`src/rtl/sub_pkg.sv`:
```
// Shared types and defaults for the bit-serial subtractor.
package sub_pkg;

  typedef enum logic [1:0] {
    IDLE  = 2'd0,
    SHIFT = 2'd1,
    DONE  = 2'd2
  } state_t;

  localparam int DEFAULT_WIDTH = 5;

endpackage

```
`src/rtl/serial_subtractor_if.sv`:
```
// Start/busy/done operation port of the serial subtractor; master is the controller side.
interface serial_subtractor_if
  import sub_pkg::*;
#(
  parameter int WIDTH = DEFAULT_WIDTH
) ();

  logic             start;
  logic [WIDTH-1:0] x;
  logic [WIDTH-1:0] y;
  logic             busy;
  logic             done;
  logic [WIDTH:0]   diff;

  modport master (
    output start, x, y,
    input  busy, done, diff
  );

  modport slave (
    input  start, x, y,
    output busy, done, diff
  );

endinterface

```
`src/rtl/full_subtractor.sv`:
```
// One-bit full subtractor: two cascaded half-subtractor stages, borrows merged by an OR.
module full_subtractor (
  input  logic a,
  input  logic b,
  input  logic bin,
  output logic d,
  output logic bout
);

  logic d1;
  logic b1;
  logic b2;

  // first stage: a - b
  assign d1 = a ^ b;
  assign b1 = ~a & b;

  // second stage: (a - b) - bin
  assign d  = d1 ^ bin;
  assign b2 = ~d1 & bin;

  assign bout = b1 | b2;

endmodule

```
`src/rtl/serial_subtractor.sv`:
```
// Bit-serial x - y, LSB first, one full-subtractor step per clock; result is {final_borrow, difference}.
module serial_subtractor
  import sub_pkg::*;
#(
  parameter int WIDTH = DEFAULT_WIDTH
) (
  input  logic                clk,
  input  logic                reset,
  serial_subtractor_if.slave  bus
);

  localparam int             CW   = (WIDTH > 1) ? $clog2(WIDTH) : 1;
  localparam logic [CW-1:0]  LAST = CW'(WIDTH - 1);

  state_t           state_reg,  state_next;
  logic [WIDTH-1:0] xs_reg,     xs_next;
  logic [WIDTH-1:0] ys_reg,     ys_next;
  logic [WIDTH-1:0] res_reg,    res_next;
  logic             borrow_reg, borrow_next;
  logic [CW-1:0]    cnt_reg,    cnt_next;
  logic [WIDTH:0]   diff_reg,   diff_next;

  logic fs_d;
  logic fs_bout;

  full_subtractor u_fs (
    .a    (xs_reg[0]),
    .b    (ys_reg[0]),
    .bin  (borrow_reg),
    .d    (fs_d),
    .bout (fs_bout)
  );

  always_ff @(posedge clk or posedge reset) begin
    if (reset) begin
      state_reg  <= IDLE;
      xs_reg     <= '0;
      ys_reg     <= '0;
      res_reg    <= '0;
      borrow_reg <= 1'b0;
      cnt_reg    <= '0;
      diff_reg   <= '0;
    end else begin
      state_reg  <= state_next;
      xs_reg     <= xs_next;
      ys_reg     <= ys_next;
      res_reg    <= res_next;
      borrow_reg <= borrow_next;
      cnt_reg    <= cnt_next;
      diff_reg   <= diff_next;
    end
  end

  always_comb begin
    state_next  = state_reg;
    xs_next     = xs_reg;
    ys_next     = ys_reg;
    res_next    = res_reg;
    borrow_next = borrow_reg;
    cnt_next    = cnt_reg;
    diff_next   = diff_reg;

    case (state_reg)
      IDLE, DONE: begin
        // DONE accepts a new start too, so back-to-back operations need no idle cycle
        if (bus.start) begin
          xs_next     = bus.x;
          ys_next     = bus.y;
          res_next    = '0;
          borrow_next = 1'b0;
          cnt_next    = '0;
          state_next  = SHIFT;
        end else begin
          state_next  = IDLE;
        end
      end
      SHIFT: begin
        xs_next     = xs_reg >> 1;
        ys_next     = ys_reg >> 1;
        res_next    = {fs_d, res_reg[WIDTH-1:1]};
        borrow_next = fs_bout;
        cnt_next    = cnt_reg + CW'(1);
        // last bit: publish the full result in the same edge, borrow becomes the sign
        if (cnt_reg == LAST) begin
          diff_next  = {fs_bout, fs_d, res_reg[WIDTH-1:1]};
          state_next = DONE;
        end
      end
      default: state_next = IDLE;
    endcase
  end

  assign bus.busy = (state_reg == SHIFT);
  assign bus.done = (state_reg == DONE);
  assign bus.diff = diff_reg;

endmodule

```
`src/flat_wrapper.sv`:
```
// flat-port wrapper written by rule: the top's interface ports become plain ports
module serial_subtractor_flat import sub_pkg::*;
#(
  parameter int WIDTH = DEFAULT_WIDTH
)
  (clk, reset, bus_start, bus_x, bus_y, bus_busy, bus_done, bus_diff);
  serial_subtractor_if #(.WIDTH(WIDTH)) bus_i ();
  input  logic clk;
  input  logic reset;
  input wire logic [$bits(bus_i.start)-1:0] bus_start;
  input wire logic [$bits(bus_i.x)-1:0] bus_x;
  input wire logic [$bits(bus_i.y)-1:0] bus_y;
  output wire logic [$bits(bus_i.busy)-1:0] bus_busy;
  output wire logic [$bits(bus_i.done)-1:0] bus_done;
  output wire logic [$bits(bus_i.diff)-1:0] bus_diff;
  assign bus_i.start = bus_start;
  assign bus_i.x = bus_x;
  assign bus_i.y = bus_y;
  assign bus_busy = bus_i.busy;
  assign bus_done = bus_i.done;
  assign bus_diff = bus_i.diff;
  serial_subtractor #(.WIDTH(WIDTH)) u_core (.clk(clk), .reset(reset), .bus(bus_i));
endmodule
```
`config.mk`:
```
export PLATFORM = sky130hd
export DESIGN_NAME = serial_subtractor_flat
export DESIGN_NICKNAME = d
export VERILOG_FILES = /design/src/rtl/sub_pkg.sv /design/src/rtl/serial_subtractor_if.sv /design/src/rtl/full_subtractor.sv /design/src/rtl/serial_subtractor.sv /design/src/flat_wrapper.sv
export SDC_FILE = /design/constraint.sdc
export NUM_CORES = 1
export LEC_CHECK = 0
export CORE_ASPECT_RATIO = 0.5
export CORE_MARGIN = 2
export CORE_UTILIZATION = 53
export CTS_CLUSTER_DIAMETER = 30
export DETAILED_ROUTE_END_ITERATION = 10
export GPL_TIMING_DRIVEN = 0
export PLACE_DENSITY_LB_ADDON = 0.25
export SYNTH_ARGS = -nofsm -noshare
export SYNTH_HDL_FRONTEND = slang
export SYNTH_SLANG_ARGS = --single-unit
```
`constraint.sdc`:
```
create_clock -name clk -period 1.9 [get_ports clk]
set_clock_uncertainty 0.15 [all_clocks]
set_input_delay 0.38 -clock clk [delete_from_list [all_inputs] [get_ports clk]]
set_output_delay 0.38 -clock clk [all_outputs]
set_load 0.005 [all_outputs]
```
==> impl_metrics.yaml <==
layout:
  synthToLayoutAreaGrowth_pct: 24.3
  fin_nets: 156
  largest_reg_flops: 6
  fill_cells: 207
  fin_cells: 176
  antenna_cells: 0
  layout-drive-gt1-share_pct: 18.7
logic_synthesis:
  syn_nets: 127
  yosysUniqueCellTypes: 28
  yosysSeqAreaShare_pct: 46.7
  netlist_area_mm2: 0.00139
  syn_inst: 111
  yosysWarnings: 0
  ys_seq_elements: 26
  synth_area_per_cell_um2: 12.5
timing:
  hold_ws_ps: 361
  final_max_slew_viol_count: 0
  slew-limit-headroom_pct: 33.2
  setup_viol: 0
  max_freq_mhz: 550
  hold_viol: 0
  worst_pin_slew_ps: 1000
  period_share_pct: 95.7
  fin_crit_ps: 1820
routing:
  drc_errors: 0
  num_vias: 940
  drt-wirelength-per-cell_um: 13.6
  routed_via_density: 5.34
  wirelength_um: 2390
  antenna_left: 0
  dr.pass1.iters: 4
  drt-initial-drc-count: 49
die:
  chipHeight_um: 40.2
  fp.dieArea_mm2: 0.00308
  rows: 13
  core_mm2: 0.00254
  fp.dieW_um: 76.5
  initial_core_util_pct: 54.9
  io_pins: 21
setup_path:
  crit_family: "buffers and inverters"
  ff2ff_path_depth: 4
  endpoint_kind: "output port"
  cp-start-kind: "flop"
  crit_required_ps: 1370
  cp_cell_sequence: "buf_6, buf_12, nor2b_1, clkdlybuf4s15_1"
  reg2reg_to: "u_core.cnt_reg[1]"
  ff2ff_setup_slack_ps: 400
  reg2reg_from: "u_core.cnt_reg[0]"
  crit_buf_inv: 3
  slowest_delay_ps: 410
  critical_path_class: "flop to output port"
  crit_fanout: 10
  crit_slowest_cell: "dfrtp_1"
  arrival_ps: 1290
clocking:
  clk_pin_slew_worst_paths_ps: 90
  cts_sinks: 26
  clk_latency_ps: 270
  cts_made_buffers: 3
  cts_tree: "yes"
  htreeDepth: 1
  clockBufferDepth: 2
  root_buffer: "clkbuf_8"
grt:
  overflow: 0
  antenna_found_initial: 0
  grt_util_all_layers_pct: 17.6
  grt_max_degree: 27
  grt_pass1_wl_um: 3860
  grt_pass1_vias: 816
hold_path:
  hold_class: "flop to flop"
  hold_path_depth: 1
  hold_end: "u_core.bus.diff[2]"
  min_from: "u_core.bus.diff[2]"
power_and_ir_drop:
  power_density_mw_per_mm2: 1410
  sequentialPowerShare_pct: 39.9
  vdd_drop_max_uv: 587
  switchingPower_mw: 0.802
  swShare_pct: 32.9
  combPwrFrac_pct: 45.3
  pwr-share-clk_pct: 14.8
  internal-power_mw: 1.64
  leakage_nw: 0.833
place:
  dp_hpwl_um: 1630
  place_congestion: 0.716
  dp.cells: 167
  portBuffers: 19
flow_run:
  maxCapViolations: 0
status:
  status: "finished, final reports clean"
==> cells in the final DEF, fill, tap and decap left out, types with 2 or more instances in the layout <==
cell type,count
nor2b_1,2
inv_1,8
ha_1,2
a21o_1,2
clkdlybuf4s50_1,17
mux2i_1,31
o21ai_0,2
clkbuf_8,4
nor3b_1,2
nand2_1,2
nand3_1,2
buf_2,2
buf_6,2
mux2_2,7
dfrtp_1,26
buf_4,7
a22o_1,2
nand2b_1,4
==> worst max path at each step <==
| stage | start | to | depth (start not counted) |
|---|---|---|---|
| 4_1_cts | u_core.state_reg[1] | bus_done | 4 |
| 3_5_place_dp | u_core.state_reg[1] | bus_done | 4 |
| 6_report | u_core.state_reg[1] | bus_done | 4 |
| 2_1_floorplan | u_core.cnt_reg[0] | u_core.cnt_reg[1] | 4 |
| 5_1_grt | u_core.state_reg[1] | bus_done | 4 |
| 3_3_place_gp | u_core.state_reg[1] | bus_done | 4 |
==> power by group through the flow <==
stage	Sequential [mW]	Combinational, mW	Clock (mW)
finish	0.974	1.10	0.362
global route	1.01	1.23	0.389
CTS	0.975	1.12	0.370
detailed placement	0.995	1.06	0
global placement	0.982	1.03	0
floorplan	0.957	0.765	0
==> Yosys cell counts <==
| cell type | count | share of area, % |
|---|---|---|
| a21o_1 | 2 | 1.1 |
| a22o_1 | 2 | 1.3 |
| a31o_2 | 1 | 0.63 |
| and2b_1 | 1 | 0.54 |
| buf_12 | 1 | 1.4 |
| buf_2 | 2 | 0.72 |
| buf_4 | 3 | 1.6 |
| buf_6 | 1 | 0.81 |
| dfrtp_1 | 26 | 47 |
| fa_1 | 1 | 1.4 |
| ha_1 | 2 | 1.8 |
| inv_1 | 8 | 2.2 |
| mux2_2 | 7 | 5.7 |
| mux2i_1 | 31 | 22 |
| nand2_1 | 2 | 0.54 |
| nand2b_1 | 4 | 1.8 |
| nand3_1 | 2 | 0.72 |
| nand3b_1 | 1 | 0.54 |
| nand4b_4 | 1 | 1.7 |
| nand4bb_1 | 1 | 0.81 |
| nor2_1 | 1 | 0.27 |
| nor2b_1 | 3 | 1.3 |
| nor3b_1 | 2 | 1.1 |
| o211ai_1 | 1 | 0.54 |
| o21ai_0 | 2 | 0.72 |
| o31ai_1 | 1 | 0.54 |
| or3b_1 | 1 | 0.63 |
| xnor2_1 | 1 | 0.63 |
==> per-stage QoR <==
step	util [%]	TNS, ps	worst slack (ps)	power [mW]	area, um2
floorplan	-	0	481	1.72	1390
global placement	64.2	-23.0	-23.0	2.01	1630
detailed placement	64.2	-29.0	-29.0	2.05	1630
CTS	68.2	0	28.1	2.47	1730
global route	68.2	-16.0	-16.0	2.62	1730
finish	68.2	0	81.4	2.44	1730
==> final cells by class <==
class,count,area (um2),area share (%)
multi-input combinational,70,656,37.9
clock buffer,4,55.1,3.18
sequential,26,651,37.6
tap,37,46.3,2.67
inverter,8,30.0,1.73
buffer,7,67.6,3.90
timing repair buffer,24,226,13.1
==> cells by family (layout without fill, tap and decap cells) <==
kind of cell	after synthesis	in the layout	synth area share, %
adder cells (fa/ha/maj)	3	3	3.23
XOR/XNOR	1	1	0.629
AND/OR/NAND/NOR	19	19	9.97
AO/OA/AOI/OAI	9	9	4.76
multiplexers	38	38	27.9
buffers and inverters	15	43	6.74
flip-flops	26	26	46.7
==> per-layer routing <==
metal,vias to the layer above,share of wire [%],track usage (%)
li1,446,-,-
met1,474,49,22.3
met2,15,46,29.6
met3,5,3.6,5.41
met4,0,1.2,6.82
met5,-,0,0
==> timing repair <==
| action | CTS | global route |
|---|---|---|
| setup buffers | 5 | 0 |
| endpoints found under the setup margin | 2 | 1 |
| resized for setup | 5 | 1 |
| gates cloned | 0 | 0 |
| hold buffers | 0 | 0 |
Power figures use the tool's default switching activity.
==> edit: new RTL, same flow settings <==
`DEFAULT_WIDTH`: 5 -> 10.
--- a/src/rtl/sub_pkg.sv
+++ b/src/rtl/sub_pkg.sv
@@ -7,7 +7,7 @@
     DONE  = 2'd2
   } state_t;
 
-  localparam int DEFAULT_WIDTH = 5;
+  localparam int DEFAULT_WIDTH = 10;
 
 endpackage
 
Ports: changed (resized bus_diff, bus_x and bus_y); port bits go from 21 to 36. No check against the original RTL was run, so the function may have changed too.
==> edit against the original RTL <==
Sequential cell count is 21 higher. First-iteration DRC count rose by 51%. Design area increased by 46%. Final cell count rose by 47%. Power is 64% higher. Synthesized area is 40% higher. Wire length increased by 58%. Critical endpoint unchanged. Setup slack better by 0.018 ns. Sequential share of layout area rose by 8.9 points.
==> edit: results (changes against the original RTL) <==
{
  "status": {
    "status": "finished, final reports clean"
  },
  "yosys": {
    "synth.most_common_cell": "dfrtp_1",
    "synth_area_leaders": "dfrtp_1 60%, a22oi_1 6.5%, mux2_2 5.8%",
    "yosys-top-cells-count": "47 x dfrtp_1, 20 x nand2_1, 19 x nand3_1, 17 x a22oi_1, 11 x a22o_1",
    "synth_nets": {"value": 187, "change": "+47%"}
  },
  "worst_setup_path": {
    "path_delay_family": "flip-flops",
    "crit_arrival": {"value": 1.27, "unit": "ns", "change": "-0.02 ns"},
    "critical_path.reg2reg.endpoint": "u_core.bus.diff[3]",
    "rrSetupSlack": {"value": 0.13, "unit": "ns", "change": "-0.27 ns"},
    "r2r_cells": {"value": 5, "change": "+1"},
    "critical_path_peak_fanout": {"value": 2, "change": "-8"}
  },
  "route": {
    "post_drt_wl_per_cell": {"value": 14.6, "unit": "um", "change": "+7.3%"},
    "detailroute.via_count": {"value": 1378, "change": "+47%"},
    "drt-initial-drc-count": {"value": 74, "change": "+51%"}
  },
  "layout": {
    "largest_reg_flops": {"value": 11, "change": "+5"},
    "post_route_cells_drive_above_1_share": {"value": 0.173, "change": "-0.0140"},
    "design.final.nets": {"value": 233, "change": "+49%"}
  },
  "cts": {
    "cts_inserted_buffers": {"value": 5, "change": "+2"},
    "htreeDepth": {"value": 2, "change": "+1"},
    "worstSkewPairLatency": {"value": 0.30, "unit": "ns", "change": "+0.03 ns"}
  },
  "placed_design": {
    "place.gp.congestion": {"value": 0.770, "change": "+7.6%"},
    "area_of_placed_instances": {"value": 2390, "unit": "um2", "change": "+47%"},
    "io_buffers": {"value": 35, "change": "+16"}
  },
  "power_and_ir_drop": {
    "total_leakage_power": {"value": 0.00117, "unit": "uW", "change": "+40%"},
    "vdd.ir_drop.worst": {"value": 815, "unit": "uV", "change": "+39%"}
  },
  "grt": {
    "grt_max_degree": {"value": 32, "change": "+19%"},
    "via_count_of_the_first_global_routing_pass": {"value": 1312, "change": "+61%"},
    "grt_pass1_wl": {"value": 6.20, "unit": "mm", "change": "+60%"},
    "grt_use_total": {"value": 0.194, "change": "+0.0185"}
  },
  "worst_hold_path": {
    "hold_class": "input port to async pin"
  },
  "timing": {
    "clock.fmax": {"value": 555, "unit": "MHz", "change": "+1.0%"},
    "max_slew.worst_pin.slew": {"value": 0.437, "unit": "ns", "change": "-0.563 ns"}
  }
}
==> edit: cell count changes after synthesis, sizes merged, moves of 3 or more <==
cell / delta
a22o: +9
a22oi: +17
clkbuf: +3
dfrtp: +21
mux2: +3
mux2i: -29
nand2: +18
nand3: +17
nor2b: -3
==> edit: how the worst min path moves through the flow <==
stage | from | end | slack, ns | cells after the start
after global placement | u_core.cnt_reg[3] | u_core.cnt_reg[3] | 0.31 | 1
after global routing | reset | u_core.bus.diff[3] | 0.23 | 2
after floorplan | u_core.cnt_reg[3] | u_core.cnt_reg[3] | 0.29 | 1
after detailed placement | u_core.cnt_reg[3] | u_core.cnt_reg[3] | 0.32 | 1
final | reset | u_core.bus.diff[3] | 0.20 | 2
after CTS | reset | u_core.bus.diff[3] | 0.21 | 2
==> edit: cell families after synthesis <==
| kind of cell | Yosys count | synth area share |
|---|---|---|
| buf+inv | 17 | 0.0435 |
| flops | 47 | 0.602 |
| fa+ha+maj | 3 | 0.0230 |
| simple gates | 48 | 0.127 |
| compound gates | 34 | 0.136 |
| mux | 12 | 0.0679 |
==> edit: area by class of cell <==
type                       instances  area, um2
buffer                            10       57.6
clock buffer                       5       68.8
clock inverter                     3       43.8
fill                             261        960
inverter                           6       30.0
multi-input combinational         97        693
sequential                        47       1180
tap                               51       63.8
timing repair buffer              40        398
==> edit: where the power goes <==
part	total, uW	internal [uW]	leakage [uW]	switching [uW]
clock network	732	392	0.0000581	340
registers	1730	1450	0.000589	279
logic	1550	828	0.000520	721
==> edit: what timing repair did <==
| action | CTS | global route |
|---|---|---|
| hold buffers | 0 | 0 |
| setup endpoints to repair | 2 | 0 |
| setup buffers | 4 | 0 |
| gates resized for setup | 5 | 0 |
==> edit: through the flow <==
step                worst slack [ns]  std cells  TNS (ns)  total power, uW  utilization
floorplan                      0.254        161         0             2660            -
global placement              -0.598        247    -28.08             3160        0.678
detailed placement           -0.0510        248   -0.0510             3240        0.684
CTS                            0.116        259         0             4030        0.725
global route                  0.0663        259         0             4280        0.725
finish                        0.0995        259         0             4010        0.725
==> edit: layer usage <==
metal | GRT usage | wire [um] | share of wire
met3 | 0.0562 | 177 | 0.047
met1 | 0.257 | 1890 | 0.50
met5 | 0 | 0 | 0
met2 | 0.329 | 1680 | 0.44
met4 | 0.0554 | 33 | 0.0087
==> edit: worst reg2reg max path: cells and delay by family (launching register included) <==
kind                   cells  cell delay [ns]
buffers and inverters      2             0.34
and+or+nand+nor            2             0.40
DFF                        1             0.42
muxes                      1             0.34
